**config.mk**
```make
export PLATFORM = sky130hd
export DESIGN_NAME = irq_ctrl
export DESIGN_NICKNAME = d
export VERILOG_FILES = /design/src/rtl/irq_pkg.sv /design/src/rtl/irq_debounce.sv /design/src/rtl/irq_ctrl.sv
export SDC_FILE = /design/constraint.sdc
export NUM_CORES = 1
export LEC_CHECK = 0
export BUFFER_PORTS_ARGS = -buffer_cell sky130_fd_sc_hd__buf_2
export CORE_UTILIZATION = 35
export CTS_CLUSTER_DIAMETER = 50
export DETAILED_ROUTE_END_ITERATION = 7
export HOLD_SLACK_MARGIN = 0.12
export PLACE_DENSITY = 0.73
export SYNTH_ARGS = -nofsm -noshare
export SYNTH_HDL_FRONTEND = slang
export SYNTH_SLANG_ARGS = --single-unit
```
**constraint.sdc**
```tcl
create_clock -name clk -period 2.2 [get_ports clk]
set_input_delay 0.44 -clock clk [delete_from_list [all_inputs] [get_ports clk]]
set_output_delay 0.44 -clock clk [all_outputs]
set_load 0.05 [all_outputs]
```
**src/rtl/irq_pkg.sv**
```systemverilog
// Shared definitions for the interrupt source controller: FSM states,
// default vector layout and the irq_id width helper.
package irq_pkg;

  typedef enum logic [1:0] {
    IDLE    = 2'd0,
    REQ     = 2'd1,
    SERVICE = 2'd2
  } irq_state_t;

  localparam logic [31:0] VEC_BASE_DEFAULT   = 32'h0000_0100;
  localparam logic [31:0] VEC_STRIDE_DEFAULT = 32'h0000_0010;

  // Width of irq_id; a single source still gets a 1-bit index.
  function automatic int irq_id_w(input int n_src);
    return (n_src > 1) ? $clog2(n_src) : 1;
  endfunction

endpackage

```
**src/rtl/irq_debounce.sv**
```systemverilog
// Per-source input conditioning: 2-flop synchroniser, optional debouncer
// (IRQ_DEBOUNCE_EN) and a one-cycle rising-edge pulse on the settled level.
module irq_debounce
  import irq_pkg::*;
#(
  parameter int unsigned DEBOUNCE_CYCLES = 16
) (
  input  logic clk,
  input  logic rst,
  input  logic src,
  output logic rise
);

  if (DEBOUNCE_CYCLES < 1) begin : g_bad_cfg
    $error("irq_debounce: DEBOUNCE_CYCLES must be at least 1");
  end

  logic sync1;
  logic sync2;
  logic level;
  logic level_q;

  // NOTE: state registers use non-blocking assignments so every flop samples
  // the pre-edge value of its neighbour; blocking here would collapse the
  // synchroniser into a single stage.
  always_ff @(posedge clk) begin
    if (rst) begin
      sync1 <= 1'b0;
      sync2 <= 1'b0;
    end else begin
      sync1 <= src;
      sync2 <= sync1;
    end
  end

`ifdef IRQ_DEBOUNCE_EN
  localparam int unsigned CNT_W = $clog2(DEBOUNCE_CYCLES + 1);
  localparam logic [CNT_W-1:0] CNT_LAST = CNT_W'(DEBOUNCE_CYCLES - 1);

  logic [CNT_W-1:0] cnt;

  // The level follows the synchronised input only after an unbroken run of
  // differing samples; one agreeing sample restarts the run.
  always_ff @(posedge clk) begin
    if (rst) begin
      level <= 1'b0;
      cnt   <= '0;
    end else if (sync2 == level) begin
      cnt <= '0;
    end else if (cnt == CNT_LAST) begin
      level <= sync2;
      cnt   <= '0;
    end else begin
      cnt <= cnt + 1'b1;
    end
  end
`else
  assign level = sync2;
`endif

  always_ff @(posedge clk) begin
    if (rst) level_q <= 1'b0;
    else     level_q <= level;
  end

  assign rise = level & ~level_q;

endmodule

```
**src/rtl/irq_ctrl.sv**
```systemverilog
// Interrupt source controller driving the CP0 request/ack/ERET handshake.
// Input debouncing is present only when IRQ_DEBOUNCE_EN is defined.
module irq_ctrl
  import irq_pkg::*;
#(
  parameter int          N_SRC           = 4,
  parameter int unsigned DEBOUNCE_CYCLES = 16,
  parameter logic [31:0] VEC_BASE        = VEC_BASE_DEFAULT,
  parameter logic [31:0] VEC_STRIDE      = VEC_STRIDE_DEFAULT,
  localparam int         ID_W            = irq_id_w(N_SRC)
) (
  input  logic             clk,
  input  logic             rst,
  input  logic [N_SRC-1:0] src_in,
  input  logic             mask_we,
  input  logic [N_SRC-1:0] mask_wdata,
  output logic [N_SRC-1:0] mask,
  output logic [N_SRC-1:0] pending,
  output logic             ir_out,
  input  logic             ir_ack,
  input  logic             eoi,
  output logic [ID_W-1:0]  irq_id,
  output logic [31:0]      vec_addr
);

  if (N_SRC < 1 || N_SRC > 8) begin : g_bad_cfg
    $error("irq_ctrl: N_SRC must be in 1..8");
  end

  logic [N_SRC-1:0] rise;

  for (genvar i = 0; i < N_SRC; i++) begin : g_src
    irq_debounce #(
      .DEBOUNCE_CYCLES(DEBOUNCE_CYCLES)
    ) u_debounce (
      .clk (clk),
      .rst (rst),
      .src (src_in[i]),
      .rise(rise[i])
    );
  end

  irq_state_t       state;
  irq_state_t       state_n;
  logic [ID_W-1:0]  irq_id_n;
  logic [N_SRC-1:0] pending_n;
  logic [N_SRC-1:0] active;
  logic             ack_take;

  assign active = pending & mask;

  // NOTE: every output of a combinational block gets a default first, so no
  // path through the case leaves it unassigned and no latch is inferred.
  always_comb begin
    state_n  = state;
    irq_id_n = irq_id;
    ack_take = 1'b0;
    case (state)
      IDLE: begin
        if (|active) begin
          state_n = REQ;
          // Walk downwards so the lowest enabled index is the one kept.
          for (int i = N_SRC - 1; i >= 0; i--) begin
            if (active[i]) irq_id_n = ID_W'(i);
          end
        end
      end
      REQ: begin
        if (ir_ack) begin
          ack_take = 1'b1;
          state_n  = SERVICE;
        end else if (!mask[irq_id]) begin
          state_n = IDLE;
        end
      end
      SERVICE: begin
        if (eoi) state_n = IDLE;
      end
      default: state_n = IDLE;
    endcase
  end

  // A new edge on the bit being acknowledged survives the clear.
  always_comb begin
    pending_n = pending;
    if (ack_take) pending_n[irq_id] = 1'b0;
    pending_n = pending_n | rise;
  end

  always_ff @(posedge clk) begin
    if (rst) begin
      state   <= IDLE;
      irq_id  <= '0;
      mask    <= '1;
      pending <= '0;
    end else begin
      state   <= state_n;
      irq_id  <= irq_id_n;
      pending <= pending_n;
      if (mask_we) mask <= mask_wdata;
    end
  end

  assign ir_out   = (state == REQ);
  assign vec_addr = VEC_BASE + 32'(irq_id) * VEC_STRIDE;

endmodule

```
==> flow_results.org, run 1 <==
** Power
- Maximum ir drop on the vdd rail :: 0.310 mV
- In this run the power density over the cells is 830 nW/um^2.
- The analysis attributes to cell leakage a power of 0.000528 uW.

** Clocking
- Clock tree synthesis inserted a total of 3 buffers.
- Sinks on Clock Net :: 24
- Max clock buf depth :: 2
- Clock transition at the register clock pins on the worst setup and hold paths after CTS :: 0.11 ns
- Root buffer cell :: sky130_fd_sc_hd__clkbuf_4
- Post-cts resize count :: 0
- In this run, post-CTS hold repair placed 0 buffers.
- The clock reaches the later pin of the worst-skew pair after 0.29 ns.
- Postcts setup bufs :: 0
- In this run the number of H-tree levels came out at 1.
- TritonCTS built the clock tree.

** GRT
- Global routing consumed, on the met2 layer, 16.3% of the routing resources.
- The layer flagged by global routing as most heavily used is met2.
- Entering global routing, the biggest net connects 27 pins.
- The via count of the first global-routing pass was 586.
- Met3 usage in global routing :: 3.13%
- Global-route usage over all layers :: 9.73%
- Number of antenna violations at the first check in global routing :: 0
- Met1 capacity usage during global routing :: 11.5%
- Wire length of the first global-routing pass :: 2520 um
- The total overflow left after global routing is 0.

** Place
- HPWL after detailed placement :: 1220 um
- At the end of routability-driven placement, the weighted congestion stood at 0.764.
- PortBufs :: 25

** Synthesis
- After synthesis the cells add up to 1100 um^2.
- Mean cell area of the mapped netlist :: 9.63 um^2
- Summed over all instances, the cell type with the most area after synthesis is sky130_fd_sc_hd__dfxtp_1.
- In this run, synthesis inferred 0 flip-flops with an integrated enable.
- Share of the yosys chip area belonging to registers :: 43.8%
- Counting flops with an async set or reset pin after synthesis yields a share of 0%.
- For this run, the leading register cell type out of synthesis is sky130_fd_sc_hd__dfxtp_1.
- Ranked by total cell area, the synthesized netlist is headed by sky130_fd_sc_hd__dfxtp_1, sky130_fd_sc_hd__buf_4, sky130_fd_sc_hd__nor2b_1.
- Top-count cell post-synth :: sky130_fd_sc_hd__buf_4
- Sorting the synthesized cells by how often they occur yields sky130_fd_sc_hd__buf_4, sky130_fd_sc_hd__dfxtp_1, sky130_fd_sc_hd__nor2b_1.
- During synthesis, Yosys emitted a total of 0 warnings.
- The top cell type by area accounts for 43.8% of the synthesized area.
- Synth unique cells :: 23
- In this run, synthesis produced a sequential element count of 24.
- The cell count after synthesis came out at 114.

** Timing
- Hold WS :: 0.343 ns
- Setup violators final :: 0
- Across the routed clock network, the largest skew measured is 0.00319 ns.
- After routing, the total negative slack on setup checks comes to 0 ns.
- The final critical path takes up 75.3% of the cycle.
- RSZ-0062 raised after global routing :: no
- Final-report hold violation count :: 0
- Timing-limited maximum frequency :: 0.603 GHz
- The worst path needs 1.66 ns of the cycle, external delays included.
- Count of final max-slew check failures :: 0

** Floorplanning
- Core Box Area :: 2850 um^2
- For this configuration, the core starts out at a cell density of 38.5%.
- Cell Rows :: 19
- Die height :: 58.0 um
- Die area :: 3360 um^2
- Pin placement for this block handled 56 I/O pins.
- Measured along the x axis, the die boundary spans 58.0 um.

** Final layout
- The final layout contains 151 nets.
- Diodes inserted :: 0
- From synthesis to final layout, the design area changed by 3.76%.
- Share of final-layout standard cells stronger than drive strength 1 :: 22.1%

** Setup path
- Nature of the critical path startpoint :: flip-flop
- Data required, critical path :: 1.76 ns
- Depth of the worst register-to-register path :: 3
- CP Capture Type :: output pin
- Critical Path Source :: state[0]
- In this run the worst setup path terminates at ir_out.
- Origin of the critical flop-to-flop path :: irq_id[0]
- The critical path is of the flip-flop to output pin type.
- The endpoint identified for the worst register-to-register timing path is state[0].
- Data on the critical path arrives at its endpoint at 1.22 ns.
- Register-to-register setup slack :: 0.97 ns
- Maximum net fanout on the critical path :: 5

** Status
- Failing checks :: design-rule violations
- Status :: complete, but fails checks

** Routing
- For this block, the initial DRC count from the detailed router was 25.
- Number of antenna-violating nets in the routed design :: 0
- After detailed routing, the total wire length is 1560 um.
- For this block, the via count after detailed routing is 747.
- Number of iterations in the first detailed-routing pass :: 8
- DRC violations left :: 8
- Routed vias/inst :: 4.47
- Routed WL per cell :: 9.34 um

** Worst hold path
- Worst min path class :: primary input to flip-flop

** Job
- Across the run, the number of max-cap violations was 0.
[layer usage]
layer / vias up / part of all wire [%]
met4: 0 / 0
met2: 49 / 53
met5: - / 0
met3: 0 / 9.0
li1: 363 / -
met1: 335 / 38
[critical path, cell delays in order, from the launching register on]
cell	delay, ns
sky130_fd_sc_hd__dfxtp_1	0.40
sky130_fd_sc_hd__nor2b_1	0.23
sky130_fd_sc_hd__buf_2	0.30
[state kept, by name (all words and copies together) (netlist names)]
| name | flops |
|---|---|
| g_src.u_debounce.level | 4 |
| g_src.u_debounce.level_q | 4 |
| g_src.u_debounce.sync1 | 4 |
| mask | 4 |
| pending | 4 |
| irq_id | 2 |
| state | 2 |
[report_power, final]
part	internal, uW	switching (uW)	total (uW)
clock network	63.7	112	175
registers	461	24.0	485
logic	57.1	228	285
total	582	363	945
[worst min-delay path by stage]
stage,startpoint,endpoint,cells past startpoint
5_1_grt,src_in[1],g_src[1].u_debounce.sync1,2
3_3_place_gp,g_src[0].u_debounce.sync1,g_src[0].u_debounce.level,1
2_1_floorplan,g_src[0].u_debounce.sync1,g_src[0].u_debounce.level,1
4_1_cts,src_in[3],g_src[3].u_debounce.sync1,2
3_5_place_dp,g_src[2].u_debounce.sync1,g_src[2].u_debounce.level,1
6_report,src_in[0],g_src[0].u_debounce.sync1,2
[stage by stage]
stage | worst slack, ns | util (%) | area [um^2] | cells | total power, uW
after floorplan | 0.613 | - | 1200 | 142 | 781
after global placement | 0.856 | 39.1 | 1120 | 164 | 775
after detailed placement | 0.826 | 39.1 | 1120 | 164 | 779
after CTS | 0.515 | 39.9 | 1140 | 167 | 960
after global routing | 0.464 | 39.9 | 1140 | 167 | 992
final | 0.543 | 39.9 | 1140 | 167 | 945
[placed cells by master (no fill, tap or decap), types with 2 or more instances in the layout]
master | synthesis | layout
sky130_fd_sc_hd__a211o_1 | 4 | 4
sky130_fd_sc_hd__a21oi_1 | 5 | 5
sky130_fd_sc_hd__a22o_1 | 2 | 2
sky130_fd_sc_hd__buf_2 | 2 | 25
sky130_fd_sc_hd__clkbuf_4 | 0 | 3
sky130_fd_sc_hd__conb_1 | 2 | 30
sky130_fd_sc_hd__dfxtp_1 | 24 | 24
sky130_fd_sc_hd__nand2b_1 | 4 | 4
sky130_fd_sc_hd__nor2_1 | 4 | 4
sky130_fd_sc_hd__nor2b_1 | 18 | 18
sky130_fd_sc_hd__o21ai_1 | 5 | 5
[cell type report]
cell class / instances / area [um^2]
Fill cell: 291 / 1710
Sequential cell: 24 / 480
Multi-Input combinational cell: 83 / 468
Timing Repair Buffer: 25 / 125
Tap cell: 31 / 38.8
Clock buffer: 3 / 22.5
Inverter: 1 / 3.75
[cells by family (layout without fill, tap and decap cells)]
logic type      Yosys count  after routing  share of synthesized area, %
buf+inv                  35             29                          23.1
simple gates             30             30                          16.5
flops                    24             24                          43.8
compound gates           21             21                          12.8
other cells               2             30                         0.684
mux                       2              2                          3.08
Note: power is estimated with default switching activity, not from simulation.
==> run 2: changes to the inputs <==
- clock period: 2.2 -> 1.6 ns (I/O delays scaled with it)
==> run 2 against run 1 <==
Compared with the run above:
- the run still ends with design-rule violations left
- design area grew 2.1%
- clock-buffer cell count rose by 1
- setup slack got worse by 0.48 ns
- clock power rose by 78%
- critical path type unchanged
- utilization rose by 0.83 points
- via count down 1.7%
==> flow_results.org, run 2 (synthesized netlist as in run 1, its figures left out) <==
** Status
- The flow ran to the end, but the final reports show violations.
- Failing checks :: design-rule violations

** Routing
- For this block, the initial DRC count from the detailed router was 18.
- The first TritonRoute pass finished after 8 iterations.
- Detailed Route WL :: 1580 um
- DRC violations left :: 8
- Number of antenna-violating nets in the routed design :: 0
- Count of vias placed by the detailed router :: 734
- Using the TritonRoute via totals, the vias-per-cell ratio works out to 4.34.
- Dividing the detail-routed wire length by the instance count gives 9.33 um.

** Final layout
- Most used cells in the layout excluding fill and tap cells :: sky130_fd_sc_hd__conb_1, sky130_fd_sc_hd__dfxtp_1, sky130_fd_sc_hd__buf_2, sky130_fd_sc_hd__nor2b_1
- Of the cells placed in the final design, the portion with a size suffix greater than 1 is 23.2%.
- Net count of the finished layout :: 152
- Final instance count without filler cells :: 169
- Diodes inserted :: 0
- At the end of the flow the core is filled with cells to 40.7%.
- Most common cell after layout, fill and taps aside :: sky130_fd_sc_hd__conb_1
- Synthesis-to-finish area growth :: 5.93%

** Timing
- The final-report max-slew violation count came to 0.
- Between clock sinks in the finished design, the worst skew comes to 0.00368 ns.
- Final total negative setup slack :: 0 ns
- Shortest clock period the worst path allows after layout :: 1.53 ns
- Setup violators final :: 0
- RSZ-0062 raised after global routing :: no
- Timing-limited maximum frequency :: 0.653 GHz
- Period utilization :: 95.8%
- The number of hold violations in the final report is 0.

** Place
- HPWL after detailed placement :: 1250 um
- Placed insts :: 165
- The congestion estimate from routability-driven global placement came to 0.805.
- PortBufs :: 25

** Power
- IR analysis of the VDD net gives a maximum drop of 0.357 mV.
- In this run the static leakage power is 0.000539 uW.
- Power per cell area :: 1180 nW/um^2

** Clocking
- Clock transition at the register clock pins on the worst setup and hold paths after CTS :: 0.12 ns
- The clock net in this run drives a total of 24 sinks.
- Clock tree from TritonCTS :: built
- Cts hold-fix bufs :: 0
- No sink is reached through more buffers than the 2 on the longest clock path.
- H-tree depth :: 1
- Clock insertion delay at the later pin of the skew report :: 0.31 ns
- The tree is rooted in a sky130_fd_sc_hd__clkbuf_4.
- Buffers inserted during clock tree synthesis total 3.

** Floorplanning
- After floorplanning, the core was sized to cover 2850 um^2.
- Measured along the y axis, the die boundary spans 58.0 um.
- The die is 58.0 um wide.
- Die area :: 3360 um^2
- During I/O placement, the number of pins put on the boundary was 56.
- Cell Rows :: 19
- Effective utilization at floorplan :: 38.5%

** GRT
- Grt total ovfl :: 0
- Entering global routing, the biggest net connects 18 pins.
- The first global-routing pass estimated 2500 um of wire.
- Global-route usage over all layers :: 9.92%
- The via count of the first global-routing pass was 606.
- The initial antenna violation count came to 0.

** Worst hold path
- Along the worst hold path, the cell count comes to 2.
- The min-delay analysis places its worst path in the category primary input to flip-flop.

** Setup path
- Data required, critical path :: 1.28 ns
- Walking the worst path, the cells encountered are nor2b_1 > clkbuf_4.
- Slowest library cell on the worst path :: sky130_fd_sc_hd__dfxtp_1
- Max stage delay on crit path :: 0.41 ns
- STA classifies the critical path endpoint as an output pin.
- Maximum net fanout on the critical path :: 5
- The number of cells on the worst reg-to-reg path is 3.
- The worst setup path is launched from a flip-flop.
- Setup Crit Path Kind :: flip-flop to output pin
- Worst endpoint data arrival time :: 1.21 ns

** Job
- Number of maximum-capacitance violations :: 0
-- run 2: worst paths after layout --
check | start | end | slack (ns)
hold / removal | src_in[2] | g_src[2].u_debounce.sync1 | 0.21
hold reg to reg | g_src[2].u_debounce.sync1 | g_src[2].u_debounce.level | 0.45
setup reg to reg | irq_id[0] | state[0] | 0.33
setup / recovery | state[0] | ir_out | 0.07
-- run 2: area by class of cell --
| cell class | count | area (um^2) |
|---|---|---|
| Inverter | 1 | 3.75 |
| Multi-Input combinational cell | 83 | 468 |
| Clock buffer | 4 | 36.3 |
| Tap cell | 31 | 38.8 |
| Timing Repair Buffer | 26 | 135 |
| Fill cell | 286 | 1690 |
| Sequential cell | 24 | 480 |
-- run 2: layer usage --
| layer | track usage (%) | share of wire [%] |
|---|---|---|
| met4 | 8.16 | 3.2 |
| met1 | 10.5 | 40 |
| met5 | 0 | 0 |
| met2 | 16.7 | 48 |
| met3 | 2.23 | 7.9 |
-- run 2: what timing repair did --
item	CTS	global route
gates resized for setup	0	1
setup endpoints to repair	0	1
buffers inserted	0	0
-- run 2: through the flow --
step	hold slack [ns]	area, um^2	worst slack (ns)	power, uW
2_1_floorplan	0.392	1200	0.0829	1070
3_5_place_dp	0.424	1120	0.362	1070
6_report	0.208	1160	0.0678	1370
5_1_grt	0.200	1160	0.000116	1430
4_1_cts	0.196	1160	0.0401	1380
3_3_place_gp	0.417	1120	0.390	1070
-- run 2: worst max-delay path, delay by kind of cell (launching register included) --
kind	cells	cell delay [ns]
buffers and inverters	1	0.27
AND/OR/NAND/NOR	1	0.23
flip-flops	1	0.41
-- run 2: power by group --
group	internal, uW	switching (uW)	leakage (uW)	total, uW
logic	81.6	314	0.000321	396
registers	634	33.5	0.000198	667
clock network	139	172	0.0000210	311
==> run 3: changes to the inputs <==
- BUFFER_PORTS_ARGS: -buffer_cell sky130_fd_sc_hd__buf_2 -> unset
- DONT_BUFFER_PORTS: unset -> 1
- PLACE_DENSITY: 0.73 -> 0.58
==> run 3 against run 2 <==
Compared with the run above:
- non-clock buffer count decreased by 5
- design area increased by 3.9%
- sequential share of layout area decreased by 1.5 points
- via count decreased by 2.2%
- sequential power about the same
- the run still ends with design-rule violations left
- clock-buffer cell count unchanged
==> flow_results.org, run 3 (synthesized netlist as in run 1, its figures left out) <==
** Status
- The flow ran to the end, but the final reports show violations.
- Failing checks :: design-rule violations

** GRT
- The first global-routing pass estimated 2680 um of wire.
- For this run, the total global-route usage over all layers was measured as 10.8%.
- Entering global routing, the biggest net connects 24 pins.
- Number of antenna violations at the first check in global routing :: 0
- For this run the aggregate overflow at the end of global routing stands at 0.
- Via count of the first global-routing pass :: 607

** Job
- Number of maximum-capacitance violations :: 0

** Final layout
- Most common cell after layout, fill and taps aside :: sky130_fd_sc_hd__conb_1
- Synthesis-to-finish area growth :: 10.0%
- For this run, the share of the core covered by cells in the final layout is 42.3%.
- Diodes inserted :: 0
- Summing all multi-input logic gate instances after layout gives 468 um^2.
- After filler insertion, the fill cell instance count of the layout stands at 281.
- After the last flow step, the layout net total stands at 147.
- Combined flip-flop and latch cell area :: 480 um^2
- Share of final-layout standard cells stronger than drive strength 1 :: 13.5%
- Most used cells in the layout excluding fill and tap cells :: sky130_fd_sc_hd__conb_1, sky130_fd_sc_hd__dfxtp_1, sky130_fd_sc_hd__nor2b_1, sky130_fd_sc_hd__buf_4, sky130_fd_sc_hd__dlygate4sd3_1

** Clocking
- Postcts setup bufs :: 0
- At the later pin of the worst-skew pair, clock insertion delay measures 0.30 ns.
- In this run the clock root is driven by a sky130_fd_sc_hd__clkbuf_4.
- Clock transition at the register clock pins on the worst setup and hold paths after CTS :: 0.12 ns
- Post-cts resize count :: 0
- TritonCTS built the clock tree.
- Cts hold-fix bufs :: 4
- Clock buffer count from CTS :: 3
- In this run the number of H-tree levels came out at 1.
- The clock drives 24 sinks.
- Counting along the longest clock path gives a buffer depth of 2.

** Floorplanning
- Once the floorplan was initialized, standard cells occupied 38.5% of the core.
- Die area :: 3360 um^2
- In this run the vertical extent of the chip is 58.0 um.
- The floorplan has 19 rows.
- Number of placed I/O pins :: 56
- Die outline width :: 58.0 um
- The core region is 2850 um^2.

** Timing
- Transition time at the pin with the least slew margin :: 0.820 ns
- Period utilization :: 93.6%
- PnR worst setup slack :: 0.102 ns
- Timing would allow up to 0.668 GHz.
- RSZ-0062 raised after global routing :: no
- Final-report hold violation count :: 0
- Setup violators final :: 0
- Final total negative setup slack :: 0 ns
- Hold WS :: 0.130 ns
- The final-report max-slew violation count was 0.
- Relative slew margins :: 45.1%
- Largest clock skew in the final design :: 0.00537 ns
- Shortest clock period the worst path allows after layout :: 1.50 ns

** Setup path
- Walking the worst path, the cells encountered are nor2b_1 > buf_4.
- Buffer and inverter count on the worst path :: 1
- Slowest library cell on the worst path :: sky130_fd_sc_hd__dfxtp_1
- Nature of the critical path startpoint :: flip-flop
- Worst endpoint data arrival time :: 1.18 ns
- Setup Crit Path Kind :: flip-flop to output pin
- Maximum net fanout on the critical path :: 5
- Max stage delay on crit path :: 0.43 ns
- Data required, critical path :: 1.28 ns
- CP Capture Type :: output pin
- On the critical path the largest part of the delay comes from flip-flops.

** Worst hold path
- Worst min path class :: primary input to flip-flop

** Power
- After layout, the design draws a total of 1380 uW.
- Dividing total power by cell area gives a power density of 1140 nW/um^2.
- In this run the static leakage power is 0.000526 uW.
- VDD sags by at most 0.649 mV.

** Routing
- DRC violations left :: 7
- DRC violation total after the first TritonRoute iteration :: 35
- The final route contains 718 vias.
- Using the TritonRoute via totals, the vias-per-cell ratio works out to 4.38.
- Routed WL per cell :: 10.8 um
- Number of iterations in the first detailed-routing pass :: 6
- The detail route stage leaves a number of antenna-violating nets equal to 0.
- Summed over all layers, the routed wires come to 1760 um.

** Place
- HPWL after detailed placement :: 1220 um
- Input and output buffers added on the ports amount to 0.
- Global placer's final weighted congestion :: 0.856
- Post-placement setup slack :: 0.409 ns
[run 3: final timing paths]
check	startpoint	endpoint	slack, ns	cells after the start
max	state[0]	ir_out	0.10	2
min reg2reg	g_src[3].u_debounce.sync1	g_src[3].u_debounce.level	0.45	1
min	mask_wdata[3]	mask[3]	0.13	1
max reg2reg	irq_id[0]	state[0]	0.37	3
[run 3: where the power goes]
group / internal [uW] / switching [uW] / total (uW)
Clock: 139 / 165 / 304
Combinational: 94.7 / 313 / 408
Sequential: 634 / 31.0 / 665
Total: 867 / 510 / 1380
[run 3: through the flow]
step                cells  cell area, um^2
floorplan             142             1200
global placement      151             1080
detailed placement    151             1080
CTS                   159             1160
global route          164             1210
finish                164             1210
[run 3: final cells by class]
| type | instances | area share (%) |
|---|---|---|
| timing repair buffer | 21 | 14.9 |
| sequential | 24 | 39.8 |
| inverter | 1 | 0.311 |
| clock buffer | 4 | 3.01 |
| multi-input combinational | 83 | 38.8 |
| tap | 31 | 3.21 |
[run 3: routing by layer]
| layer | share of wire [%] | GRT usage, % |
|---|---|---|
| met4 | 0.45 | 3.06 |
| met2 | 45 | 16.1 |
| met3 | 12 | 6.47 |
| met1 | 43 | 13.1 |
| met5 | 0 | 0 |
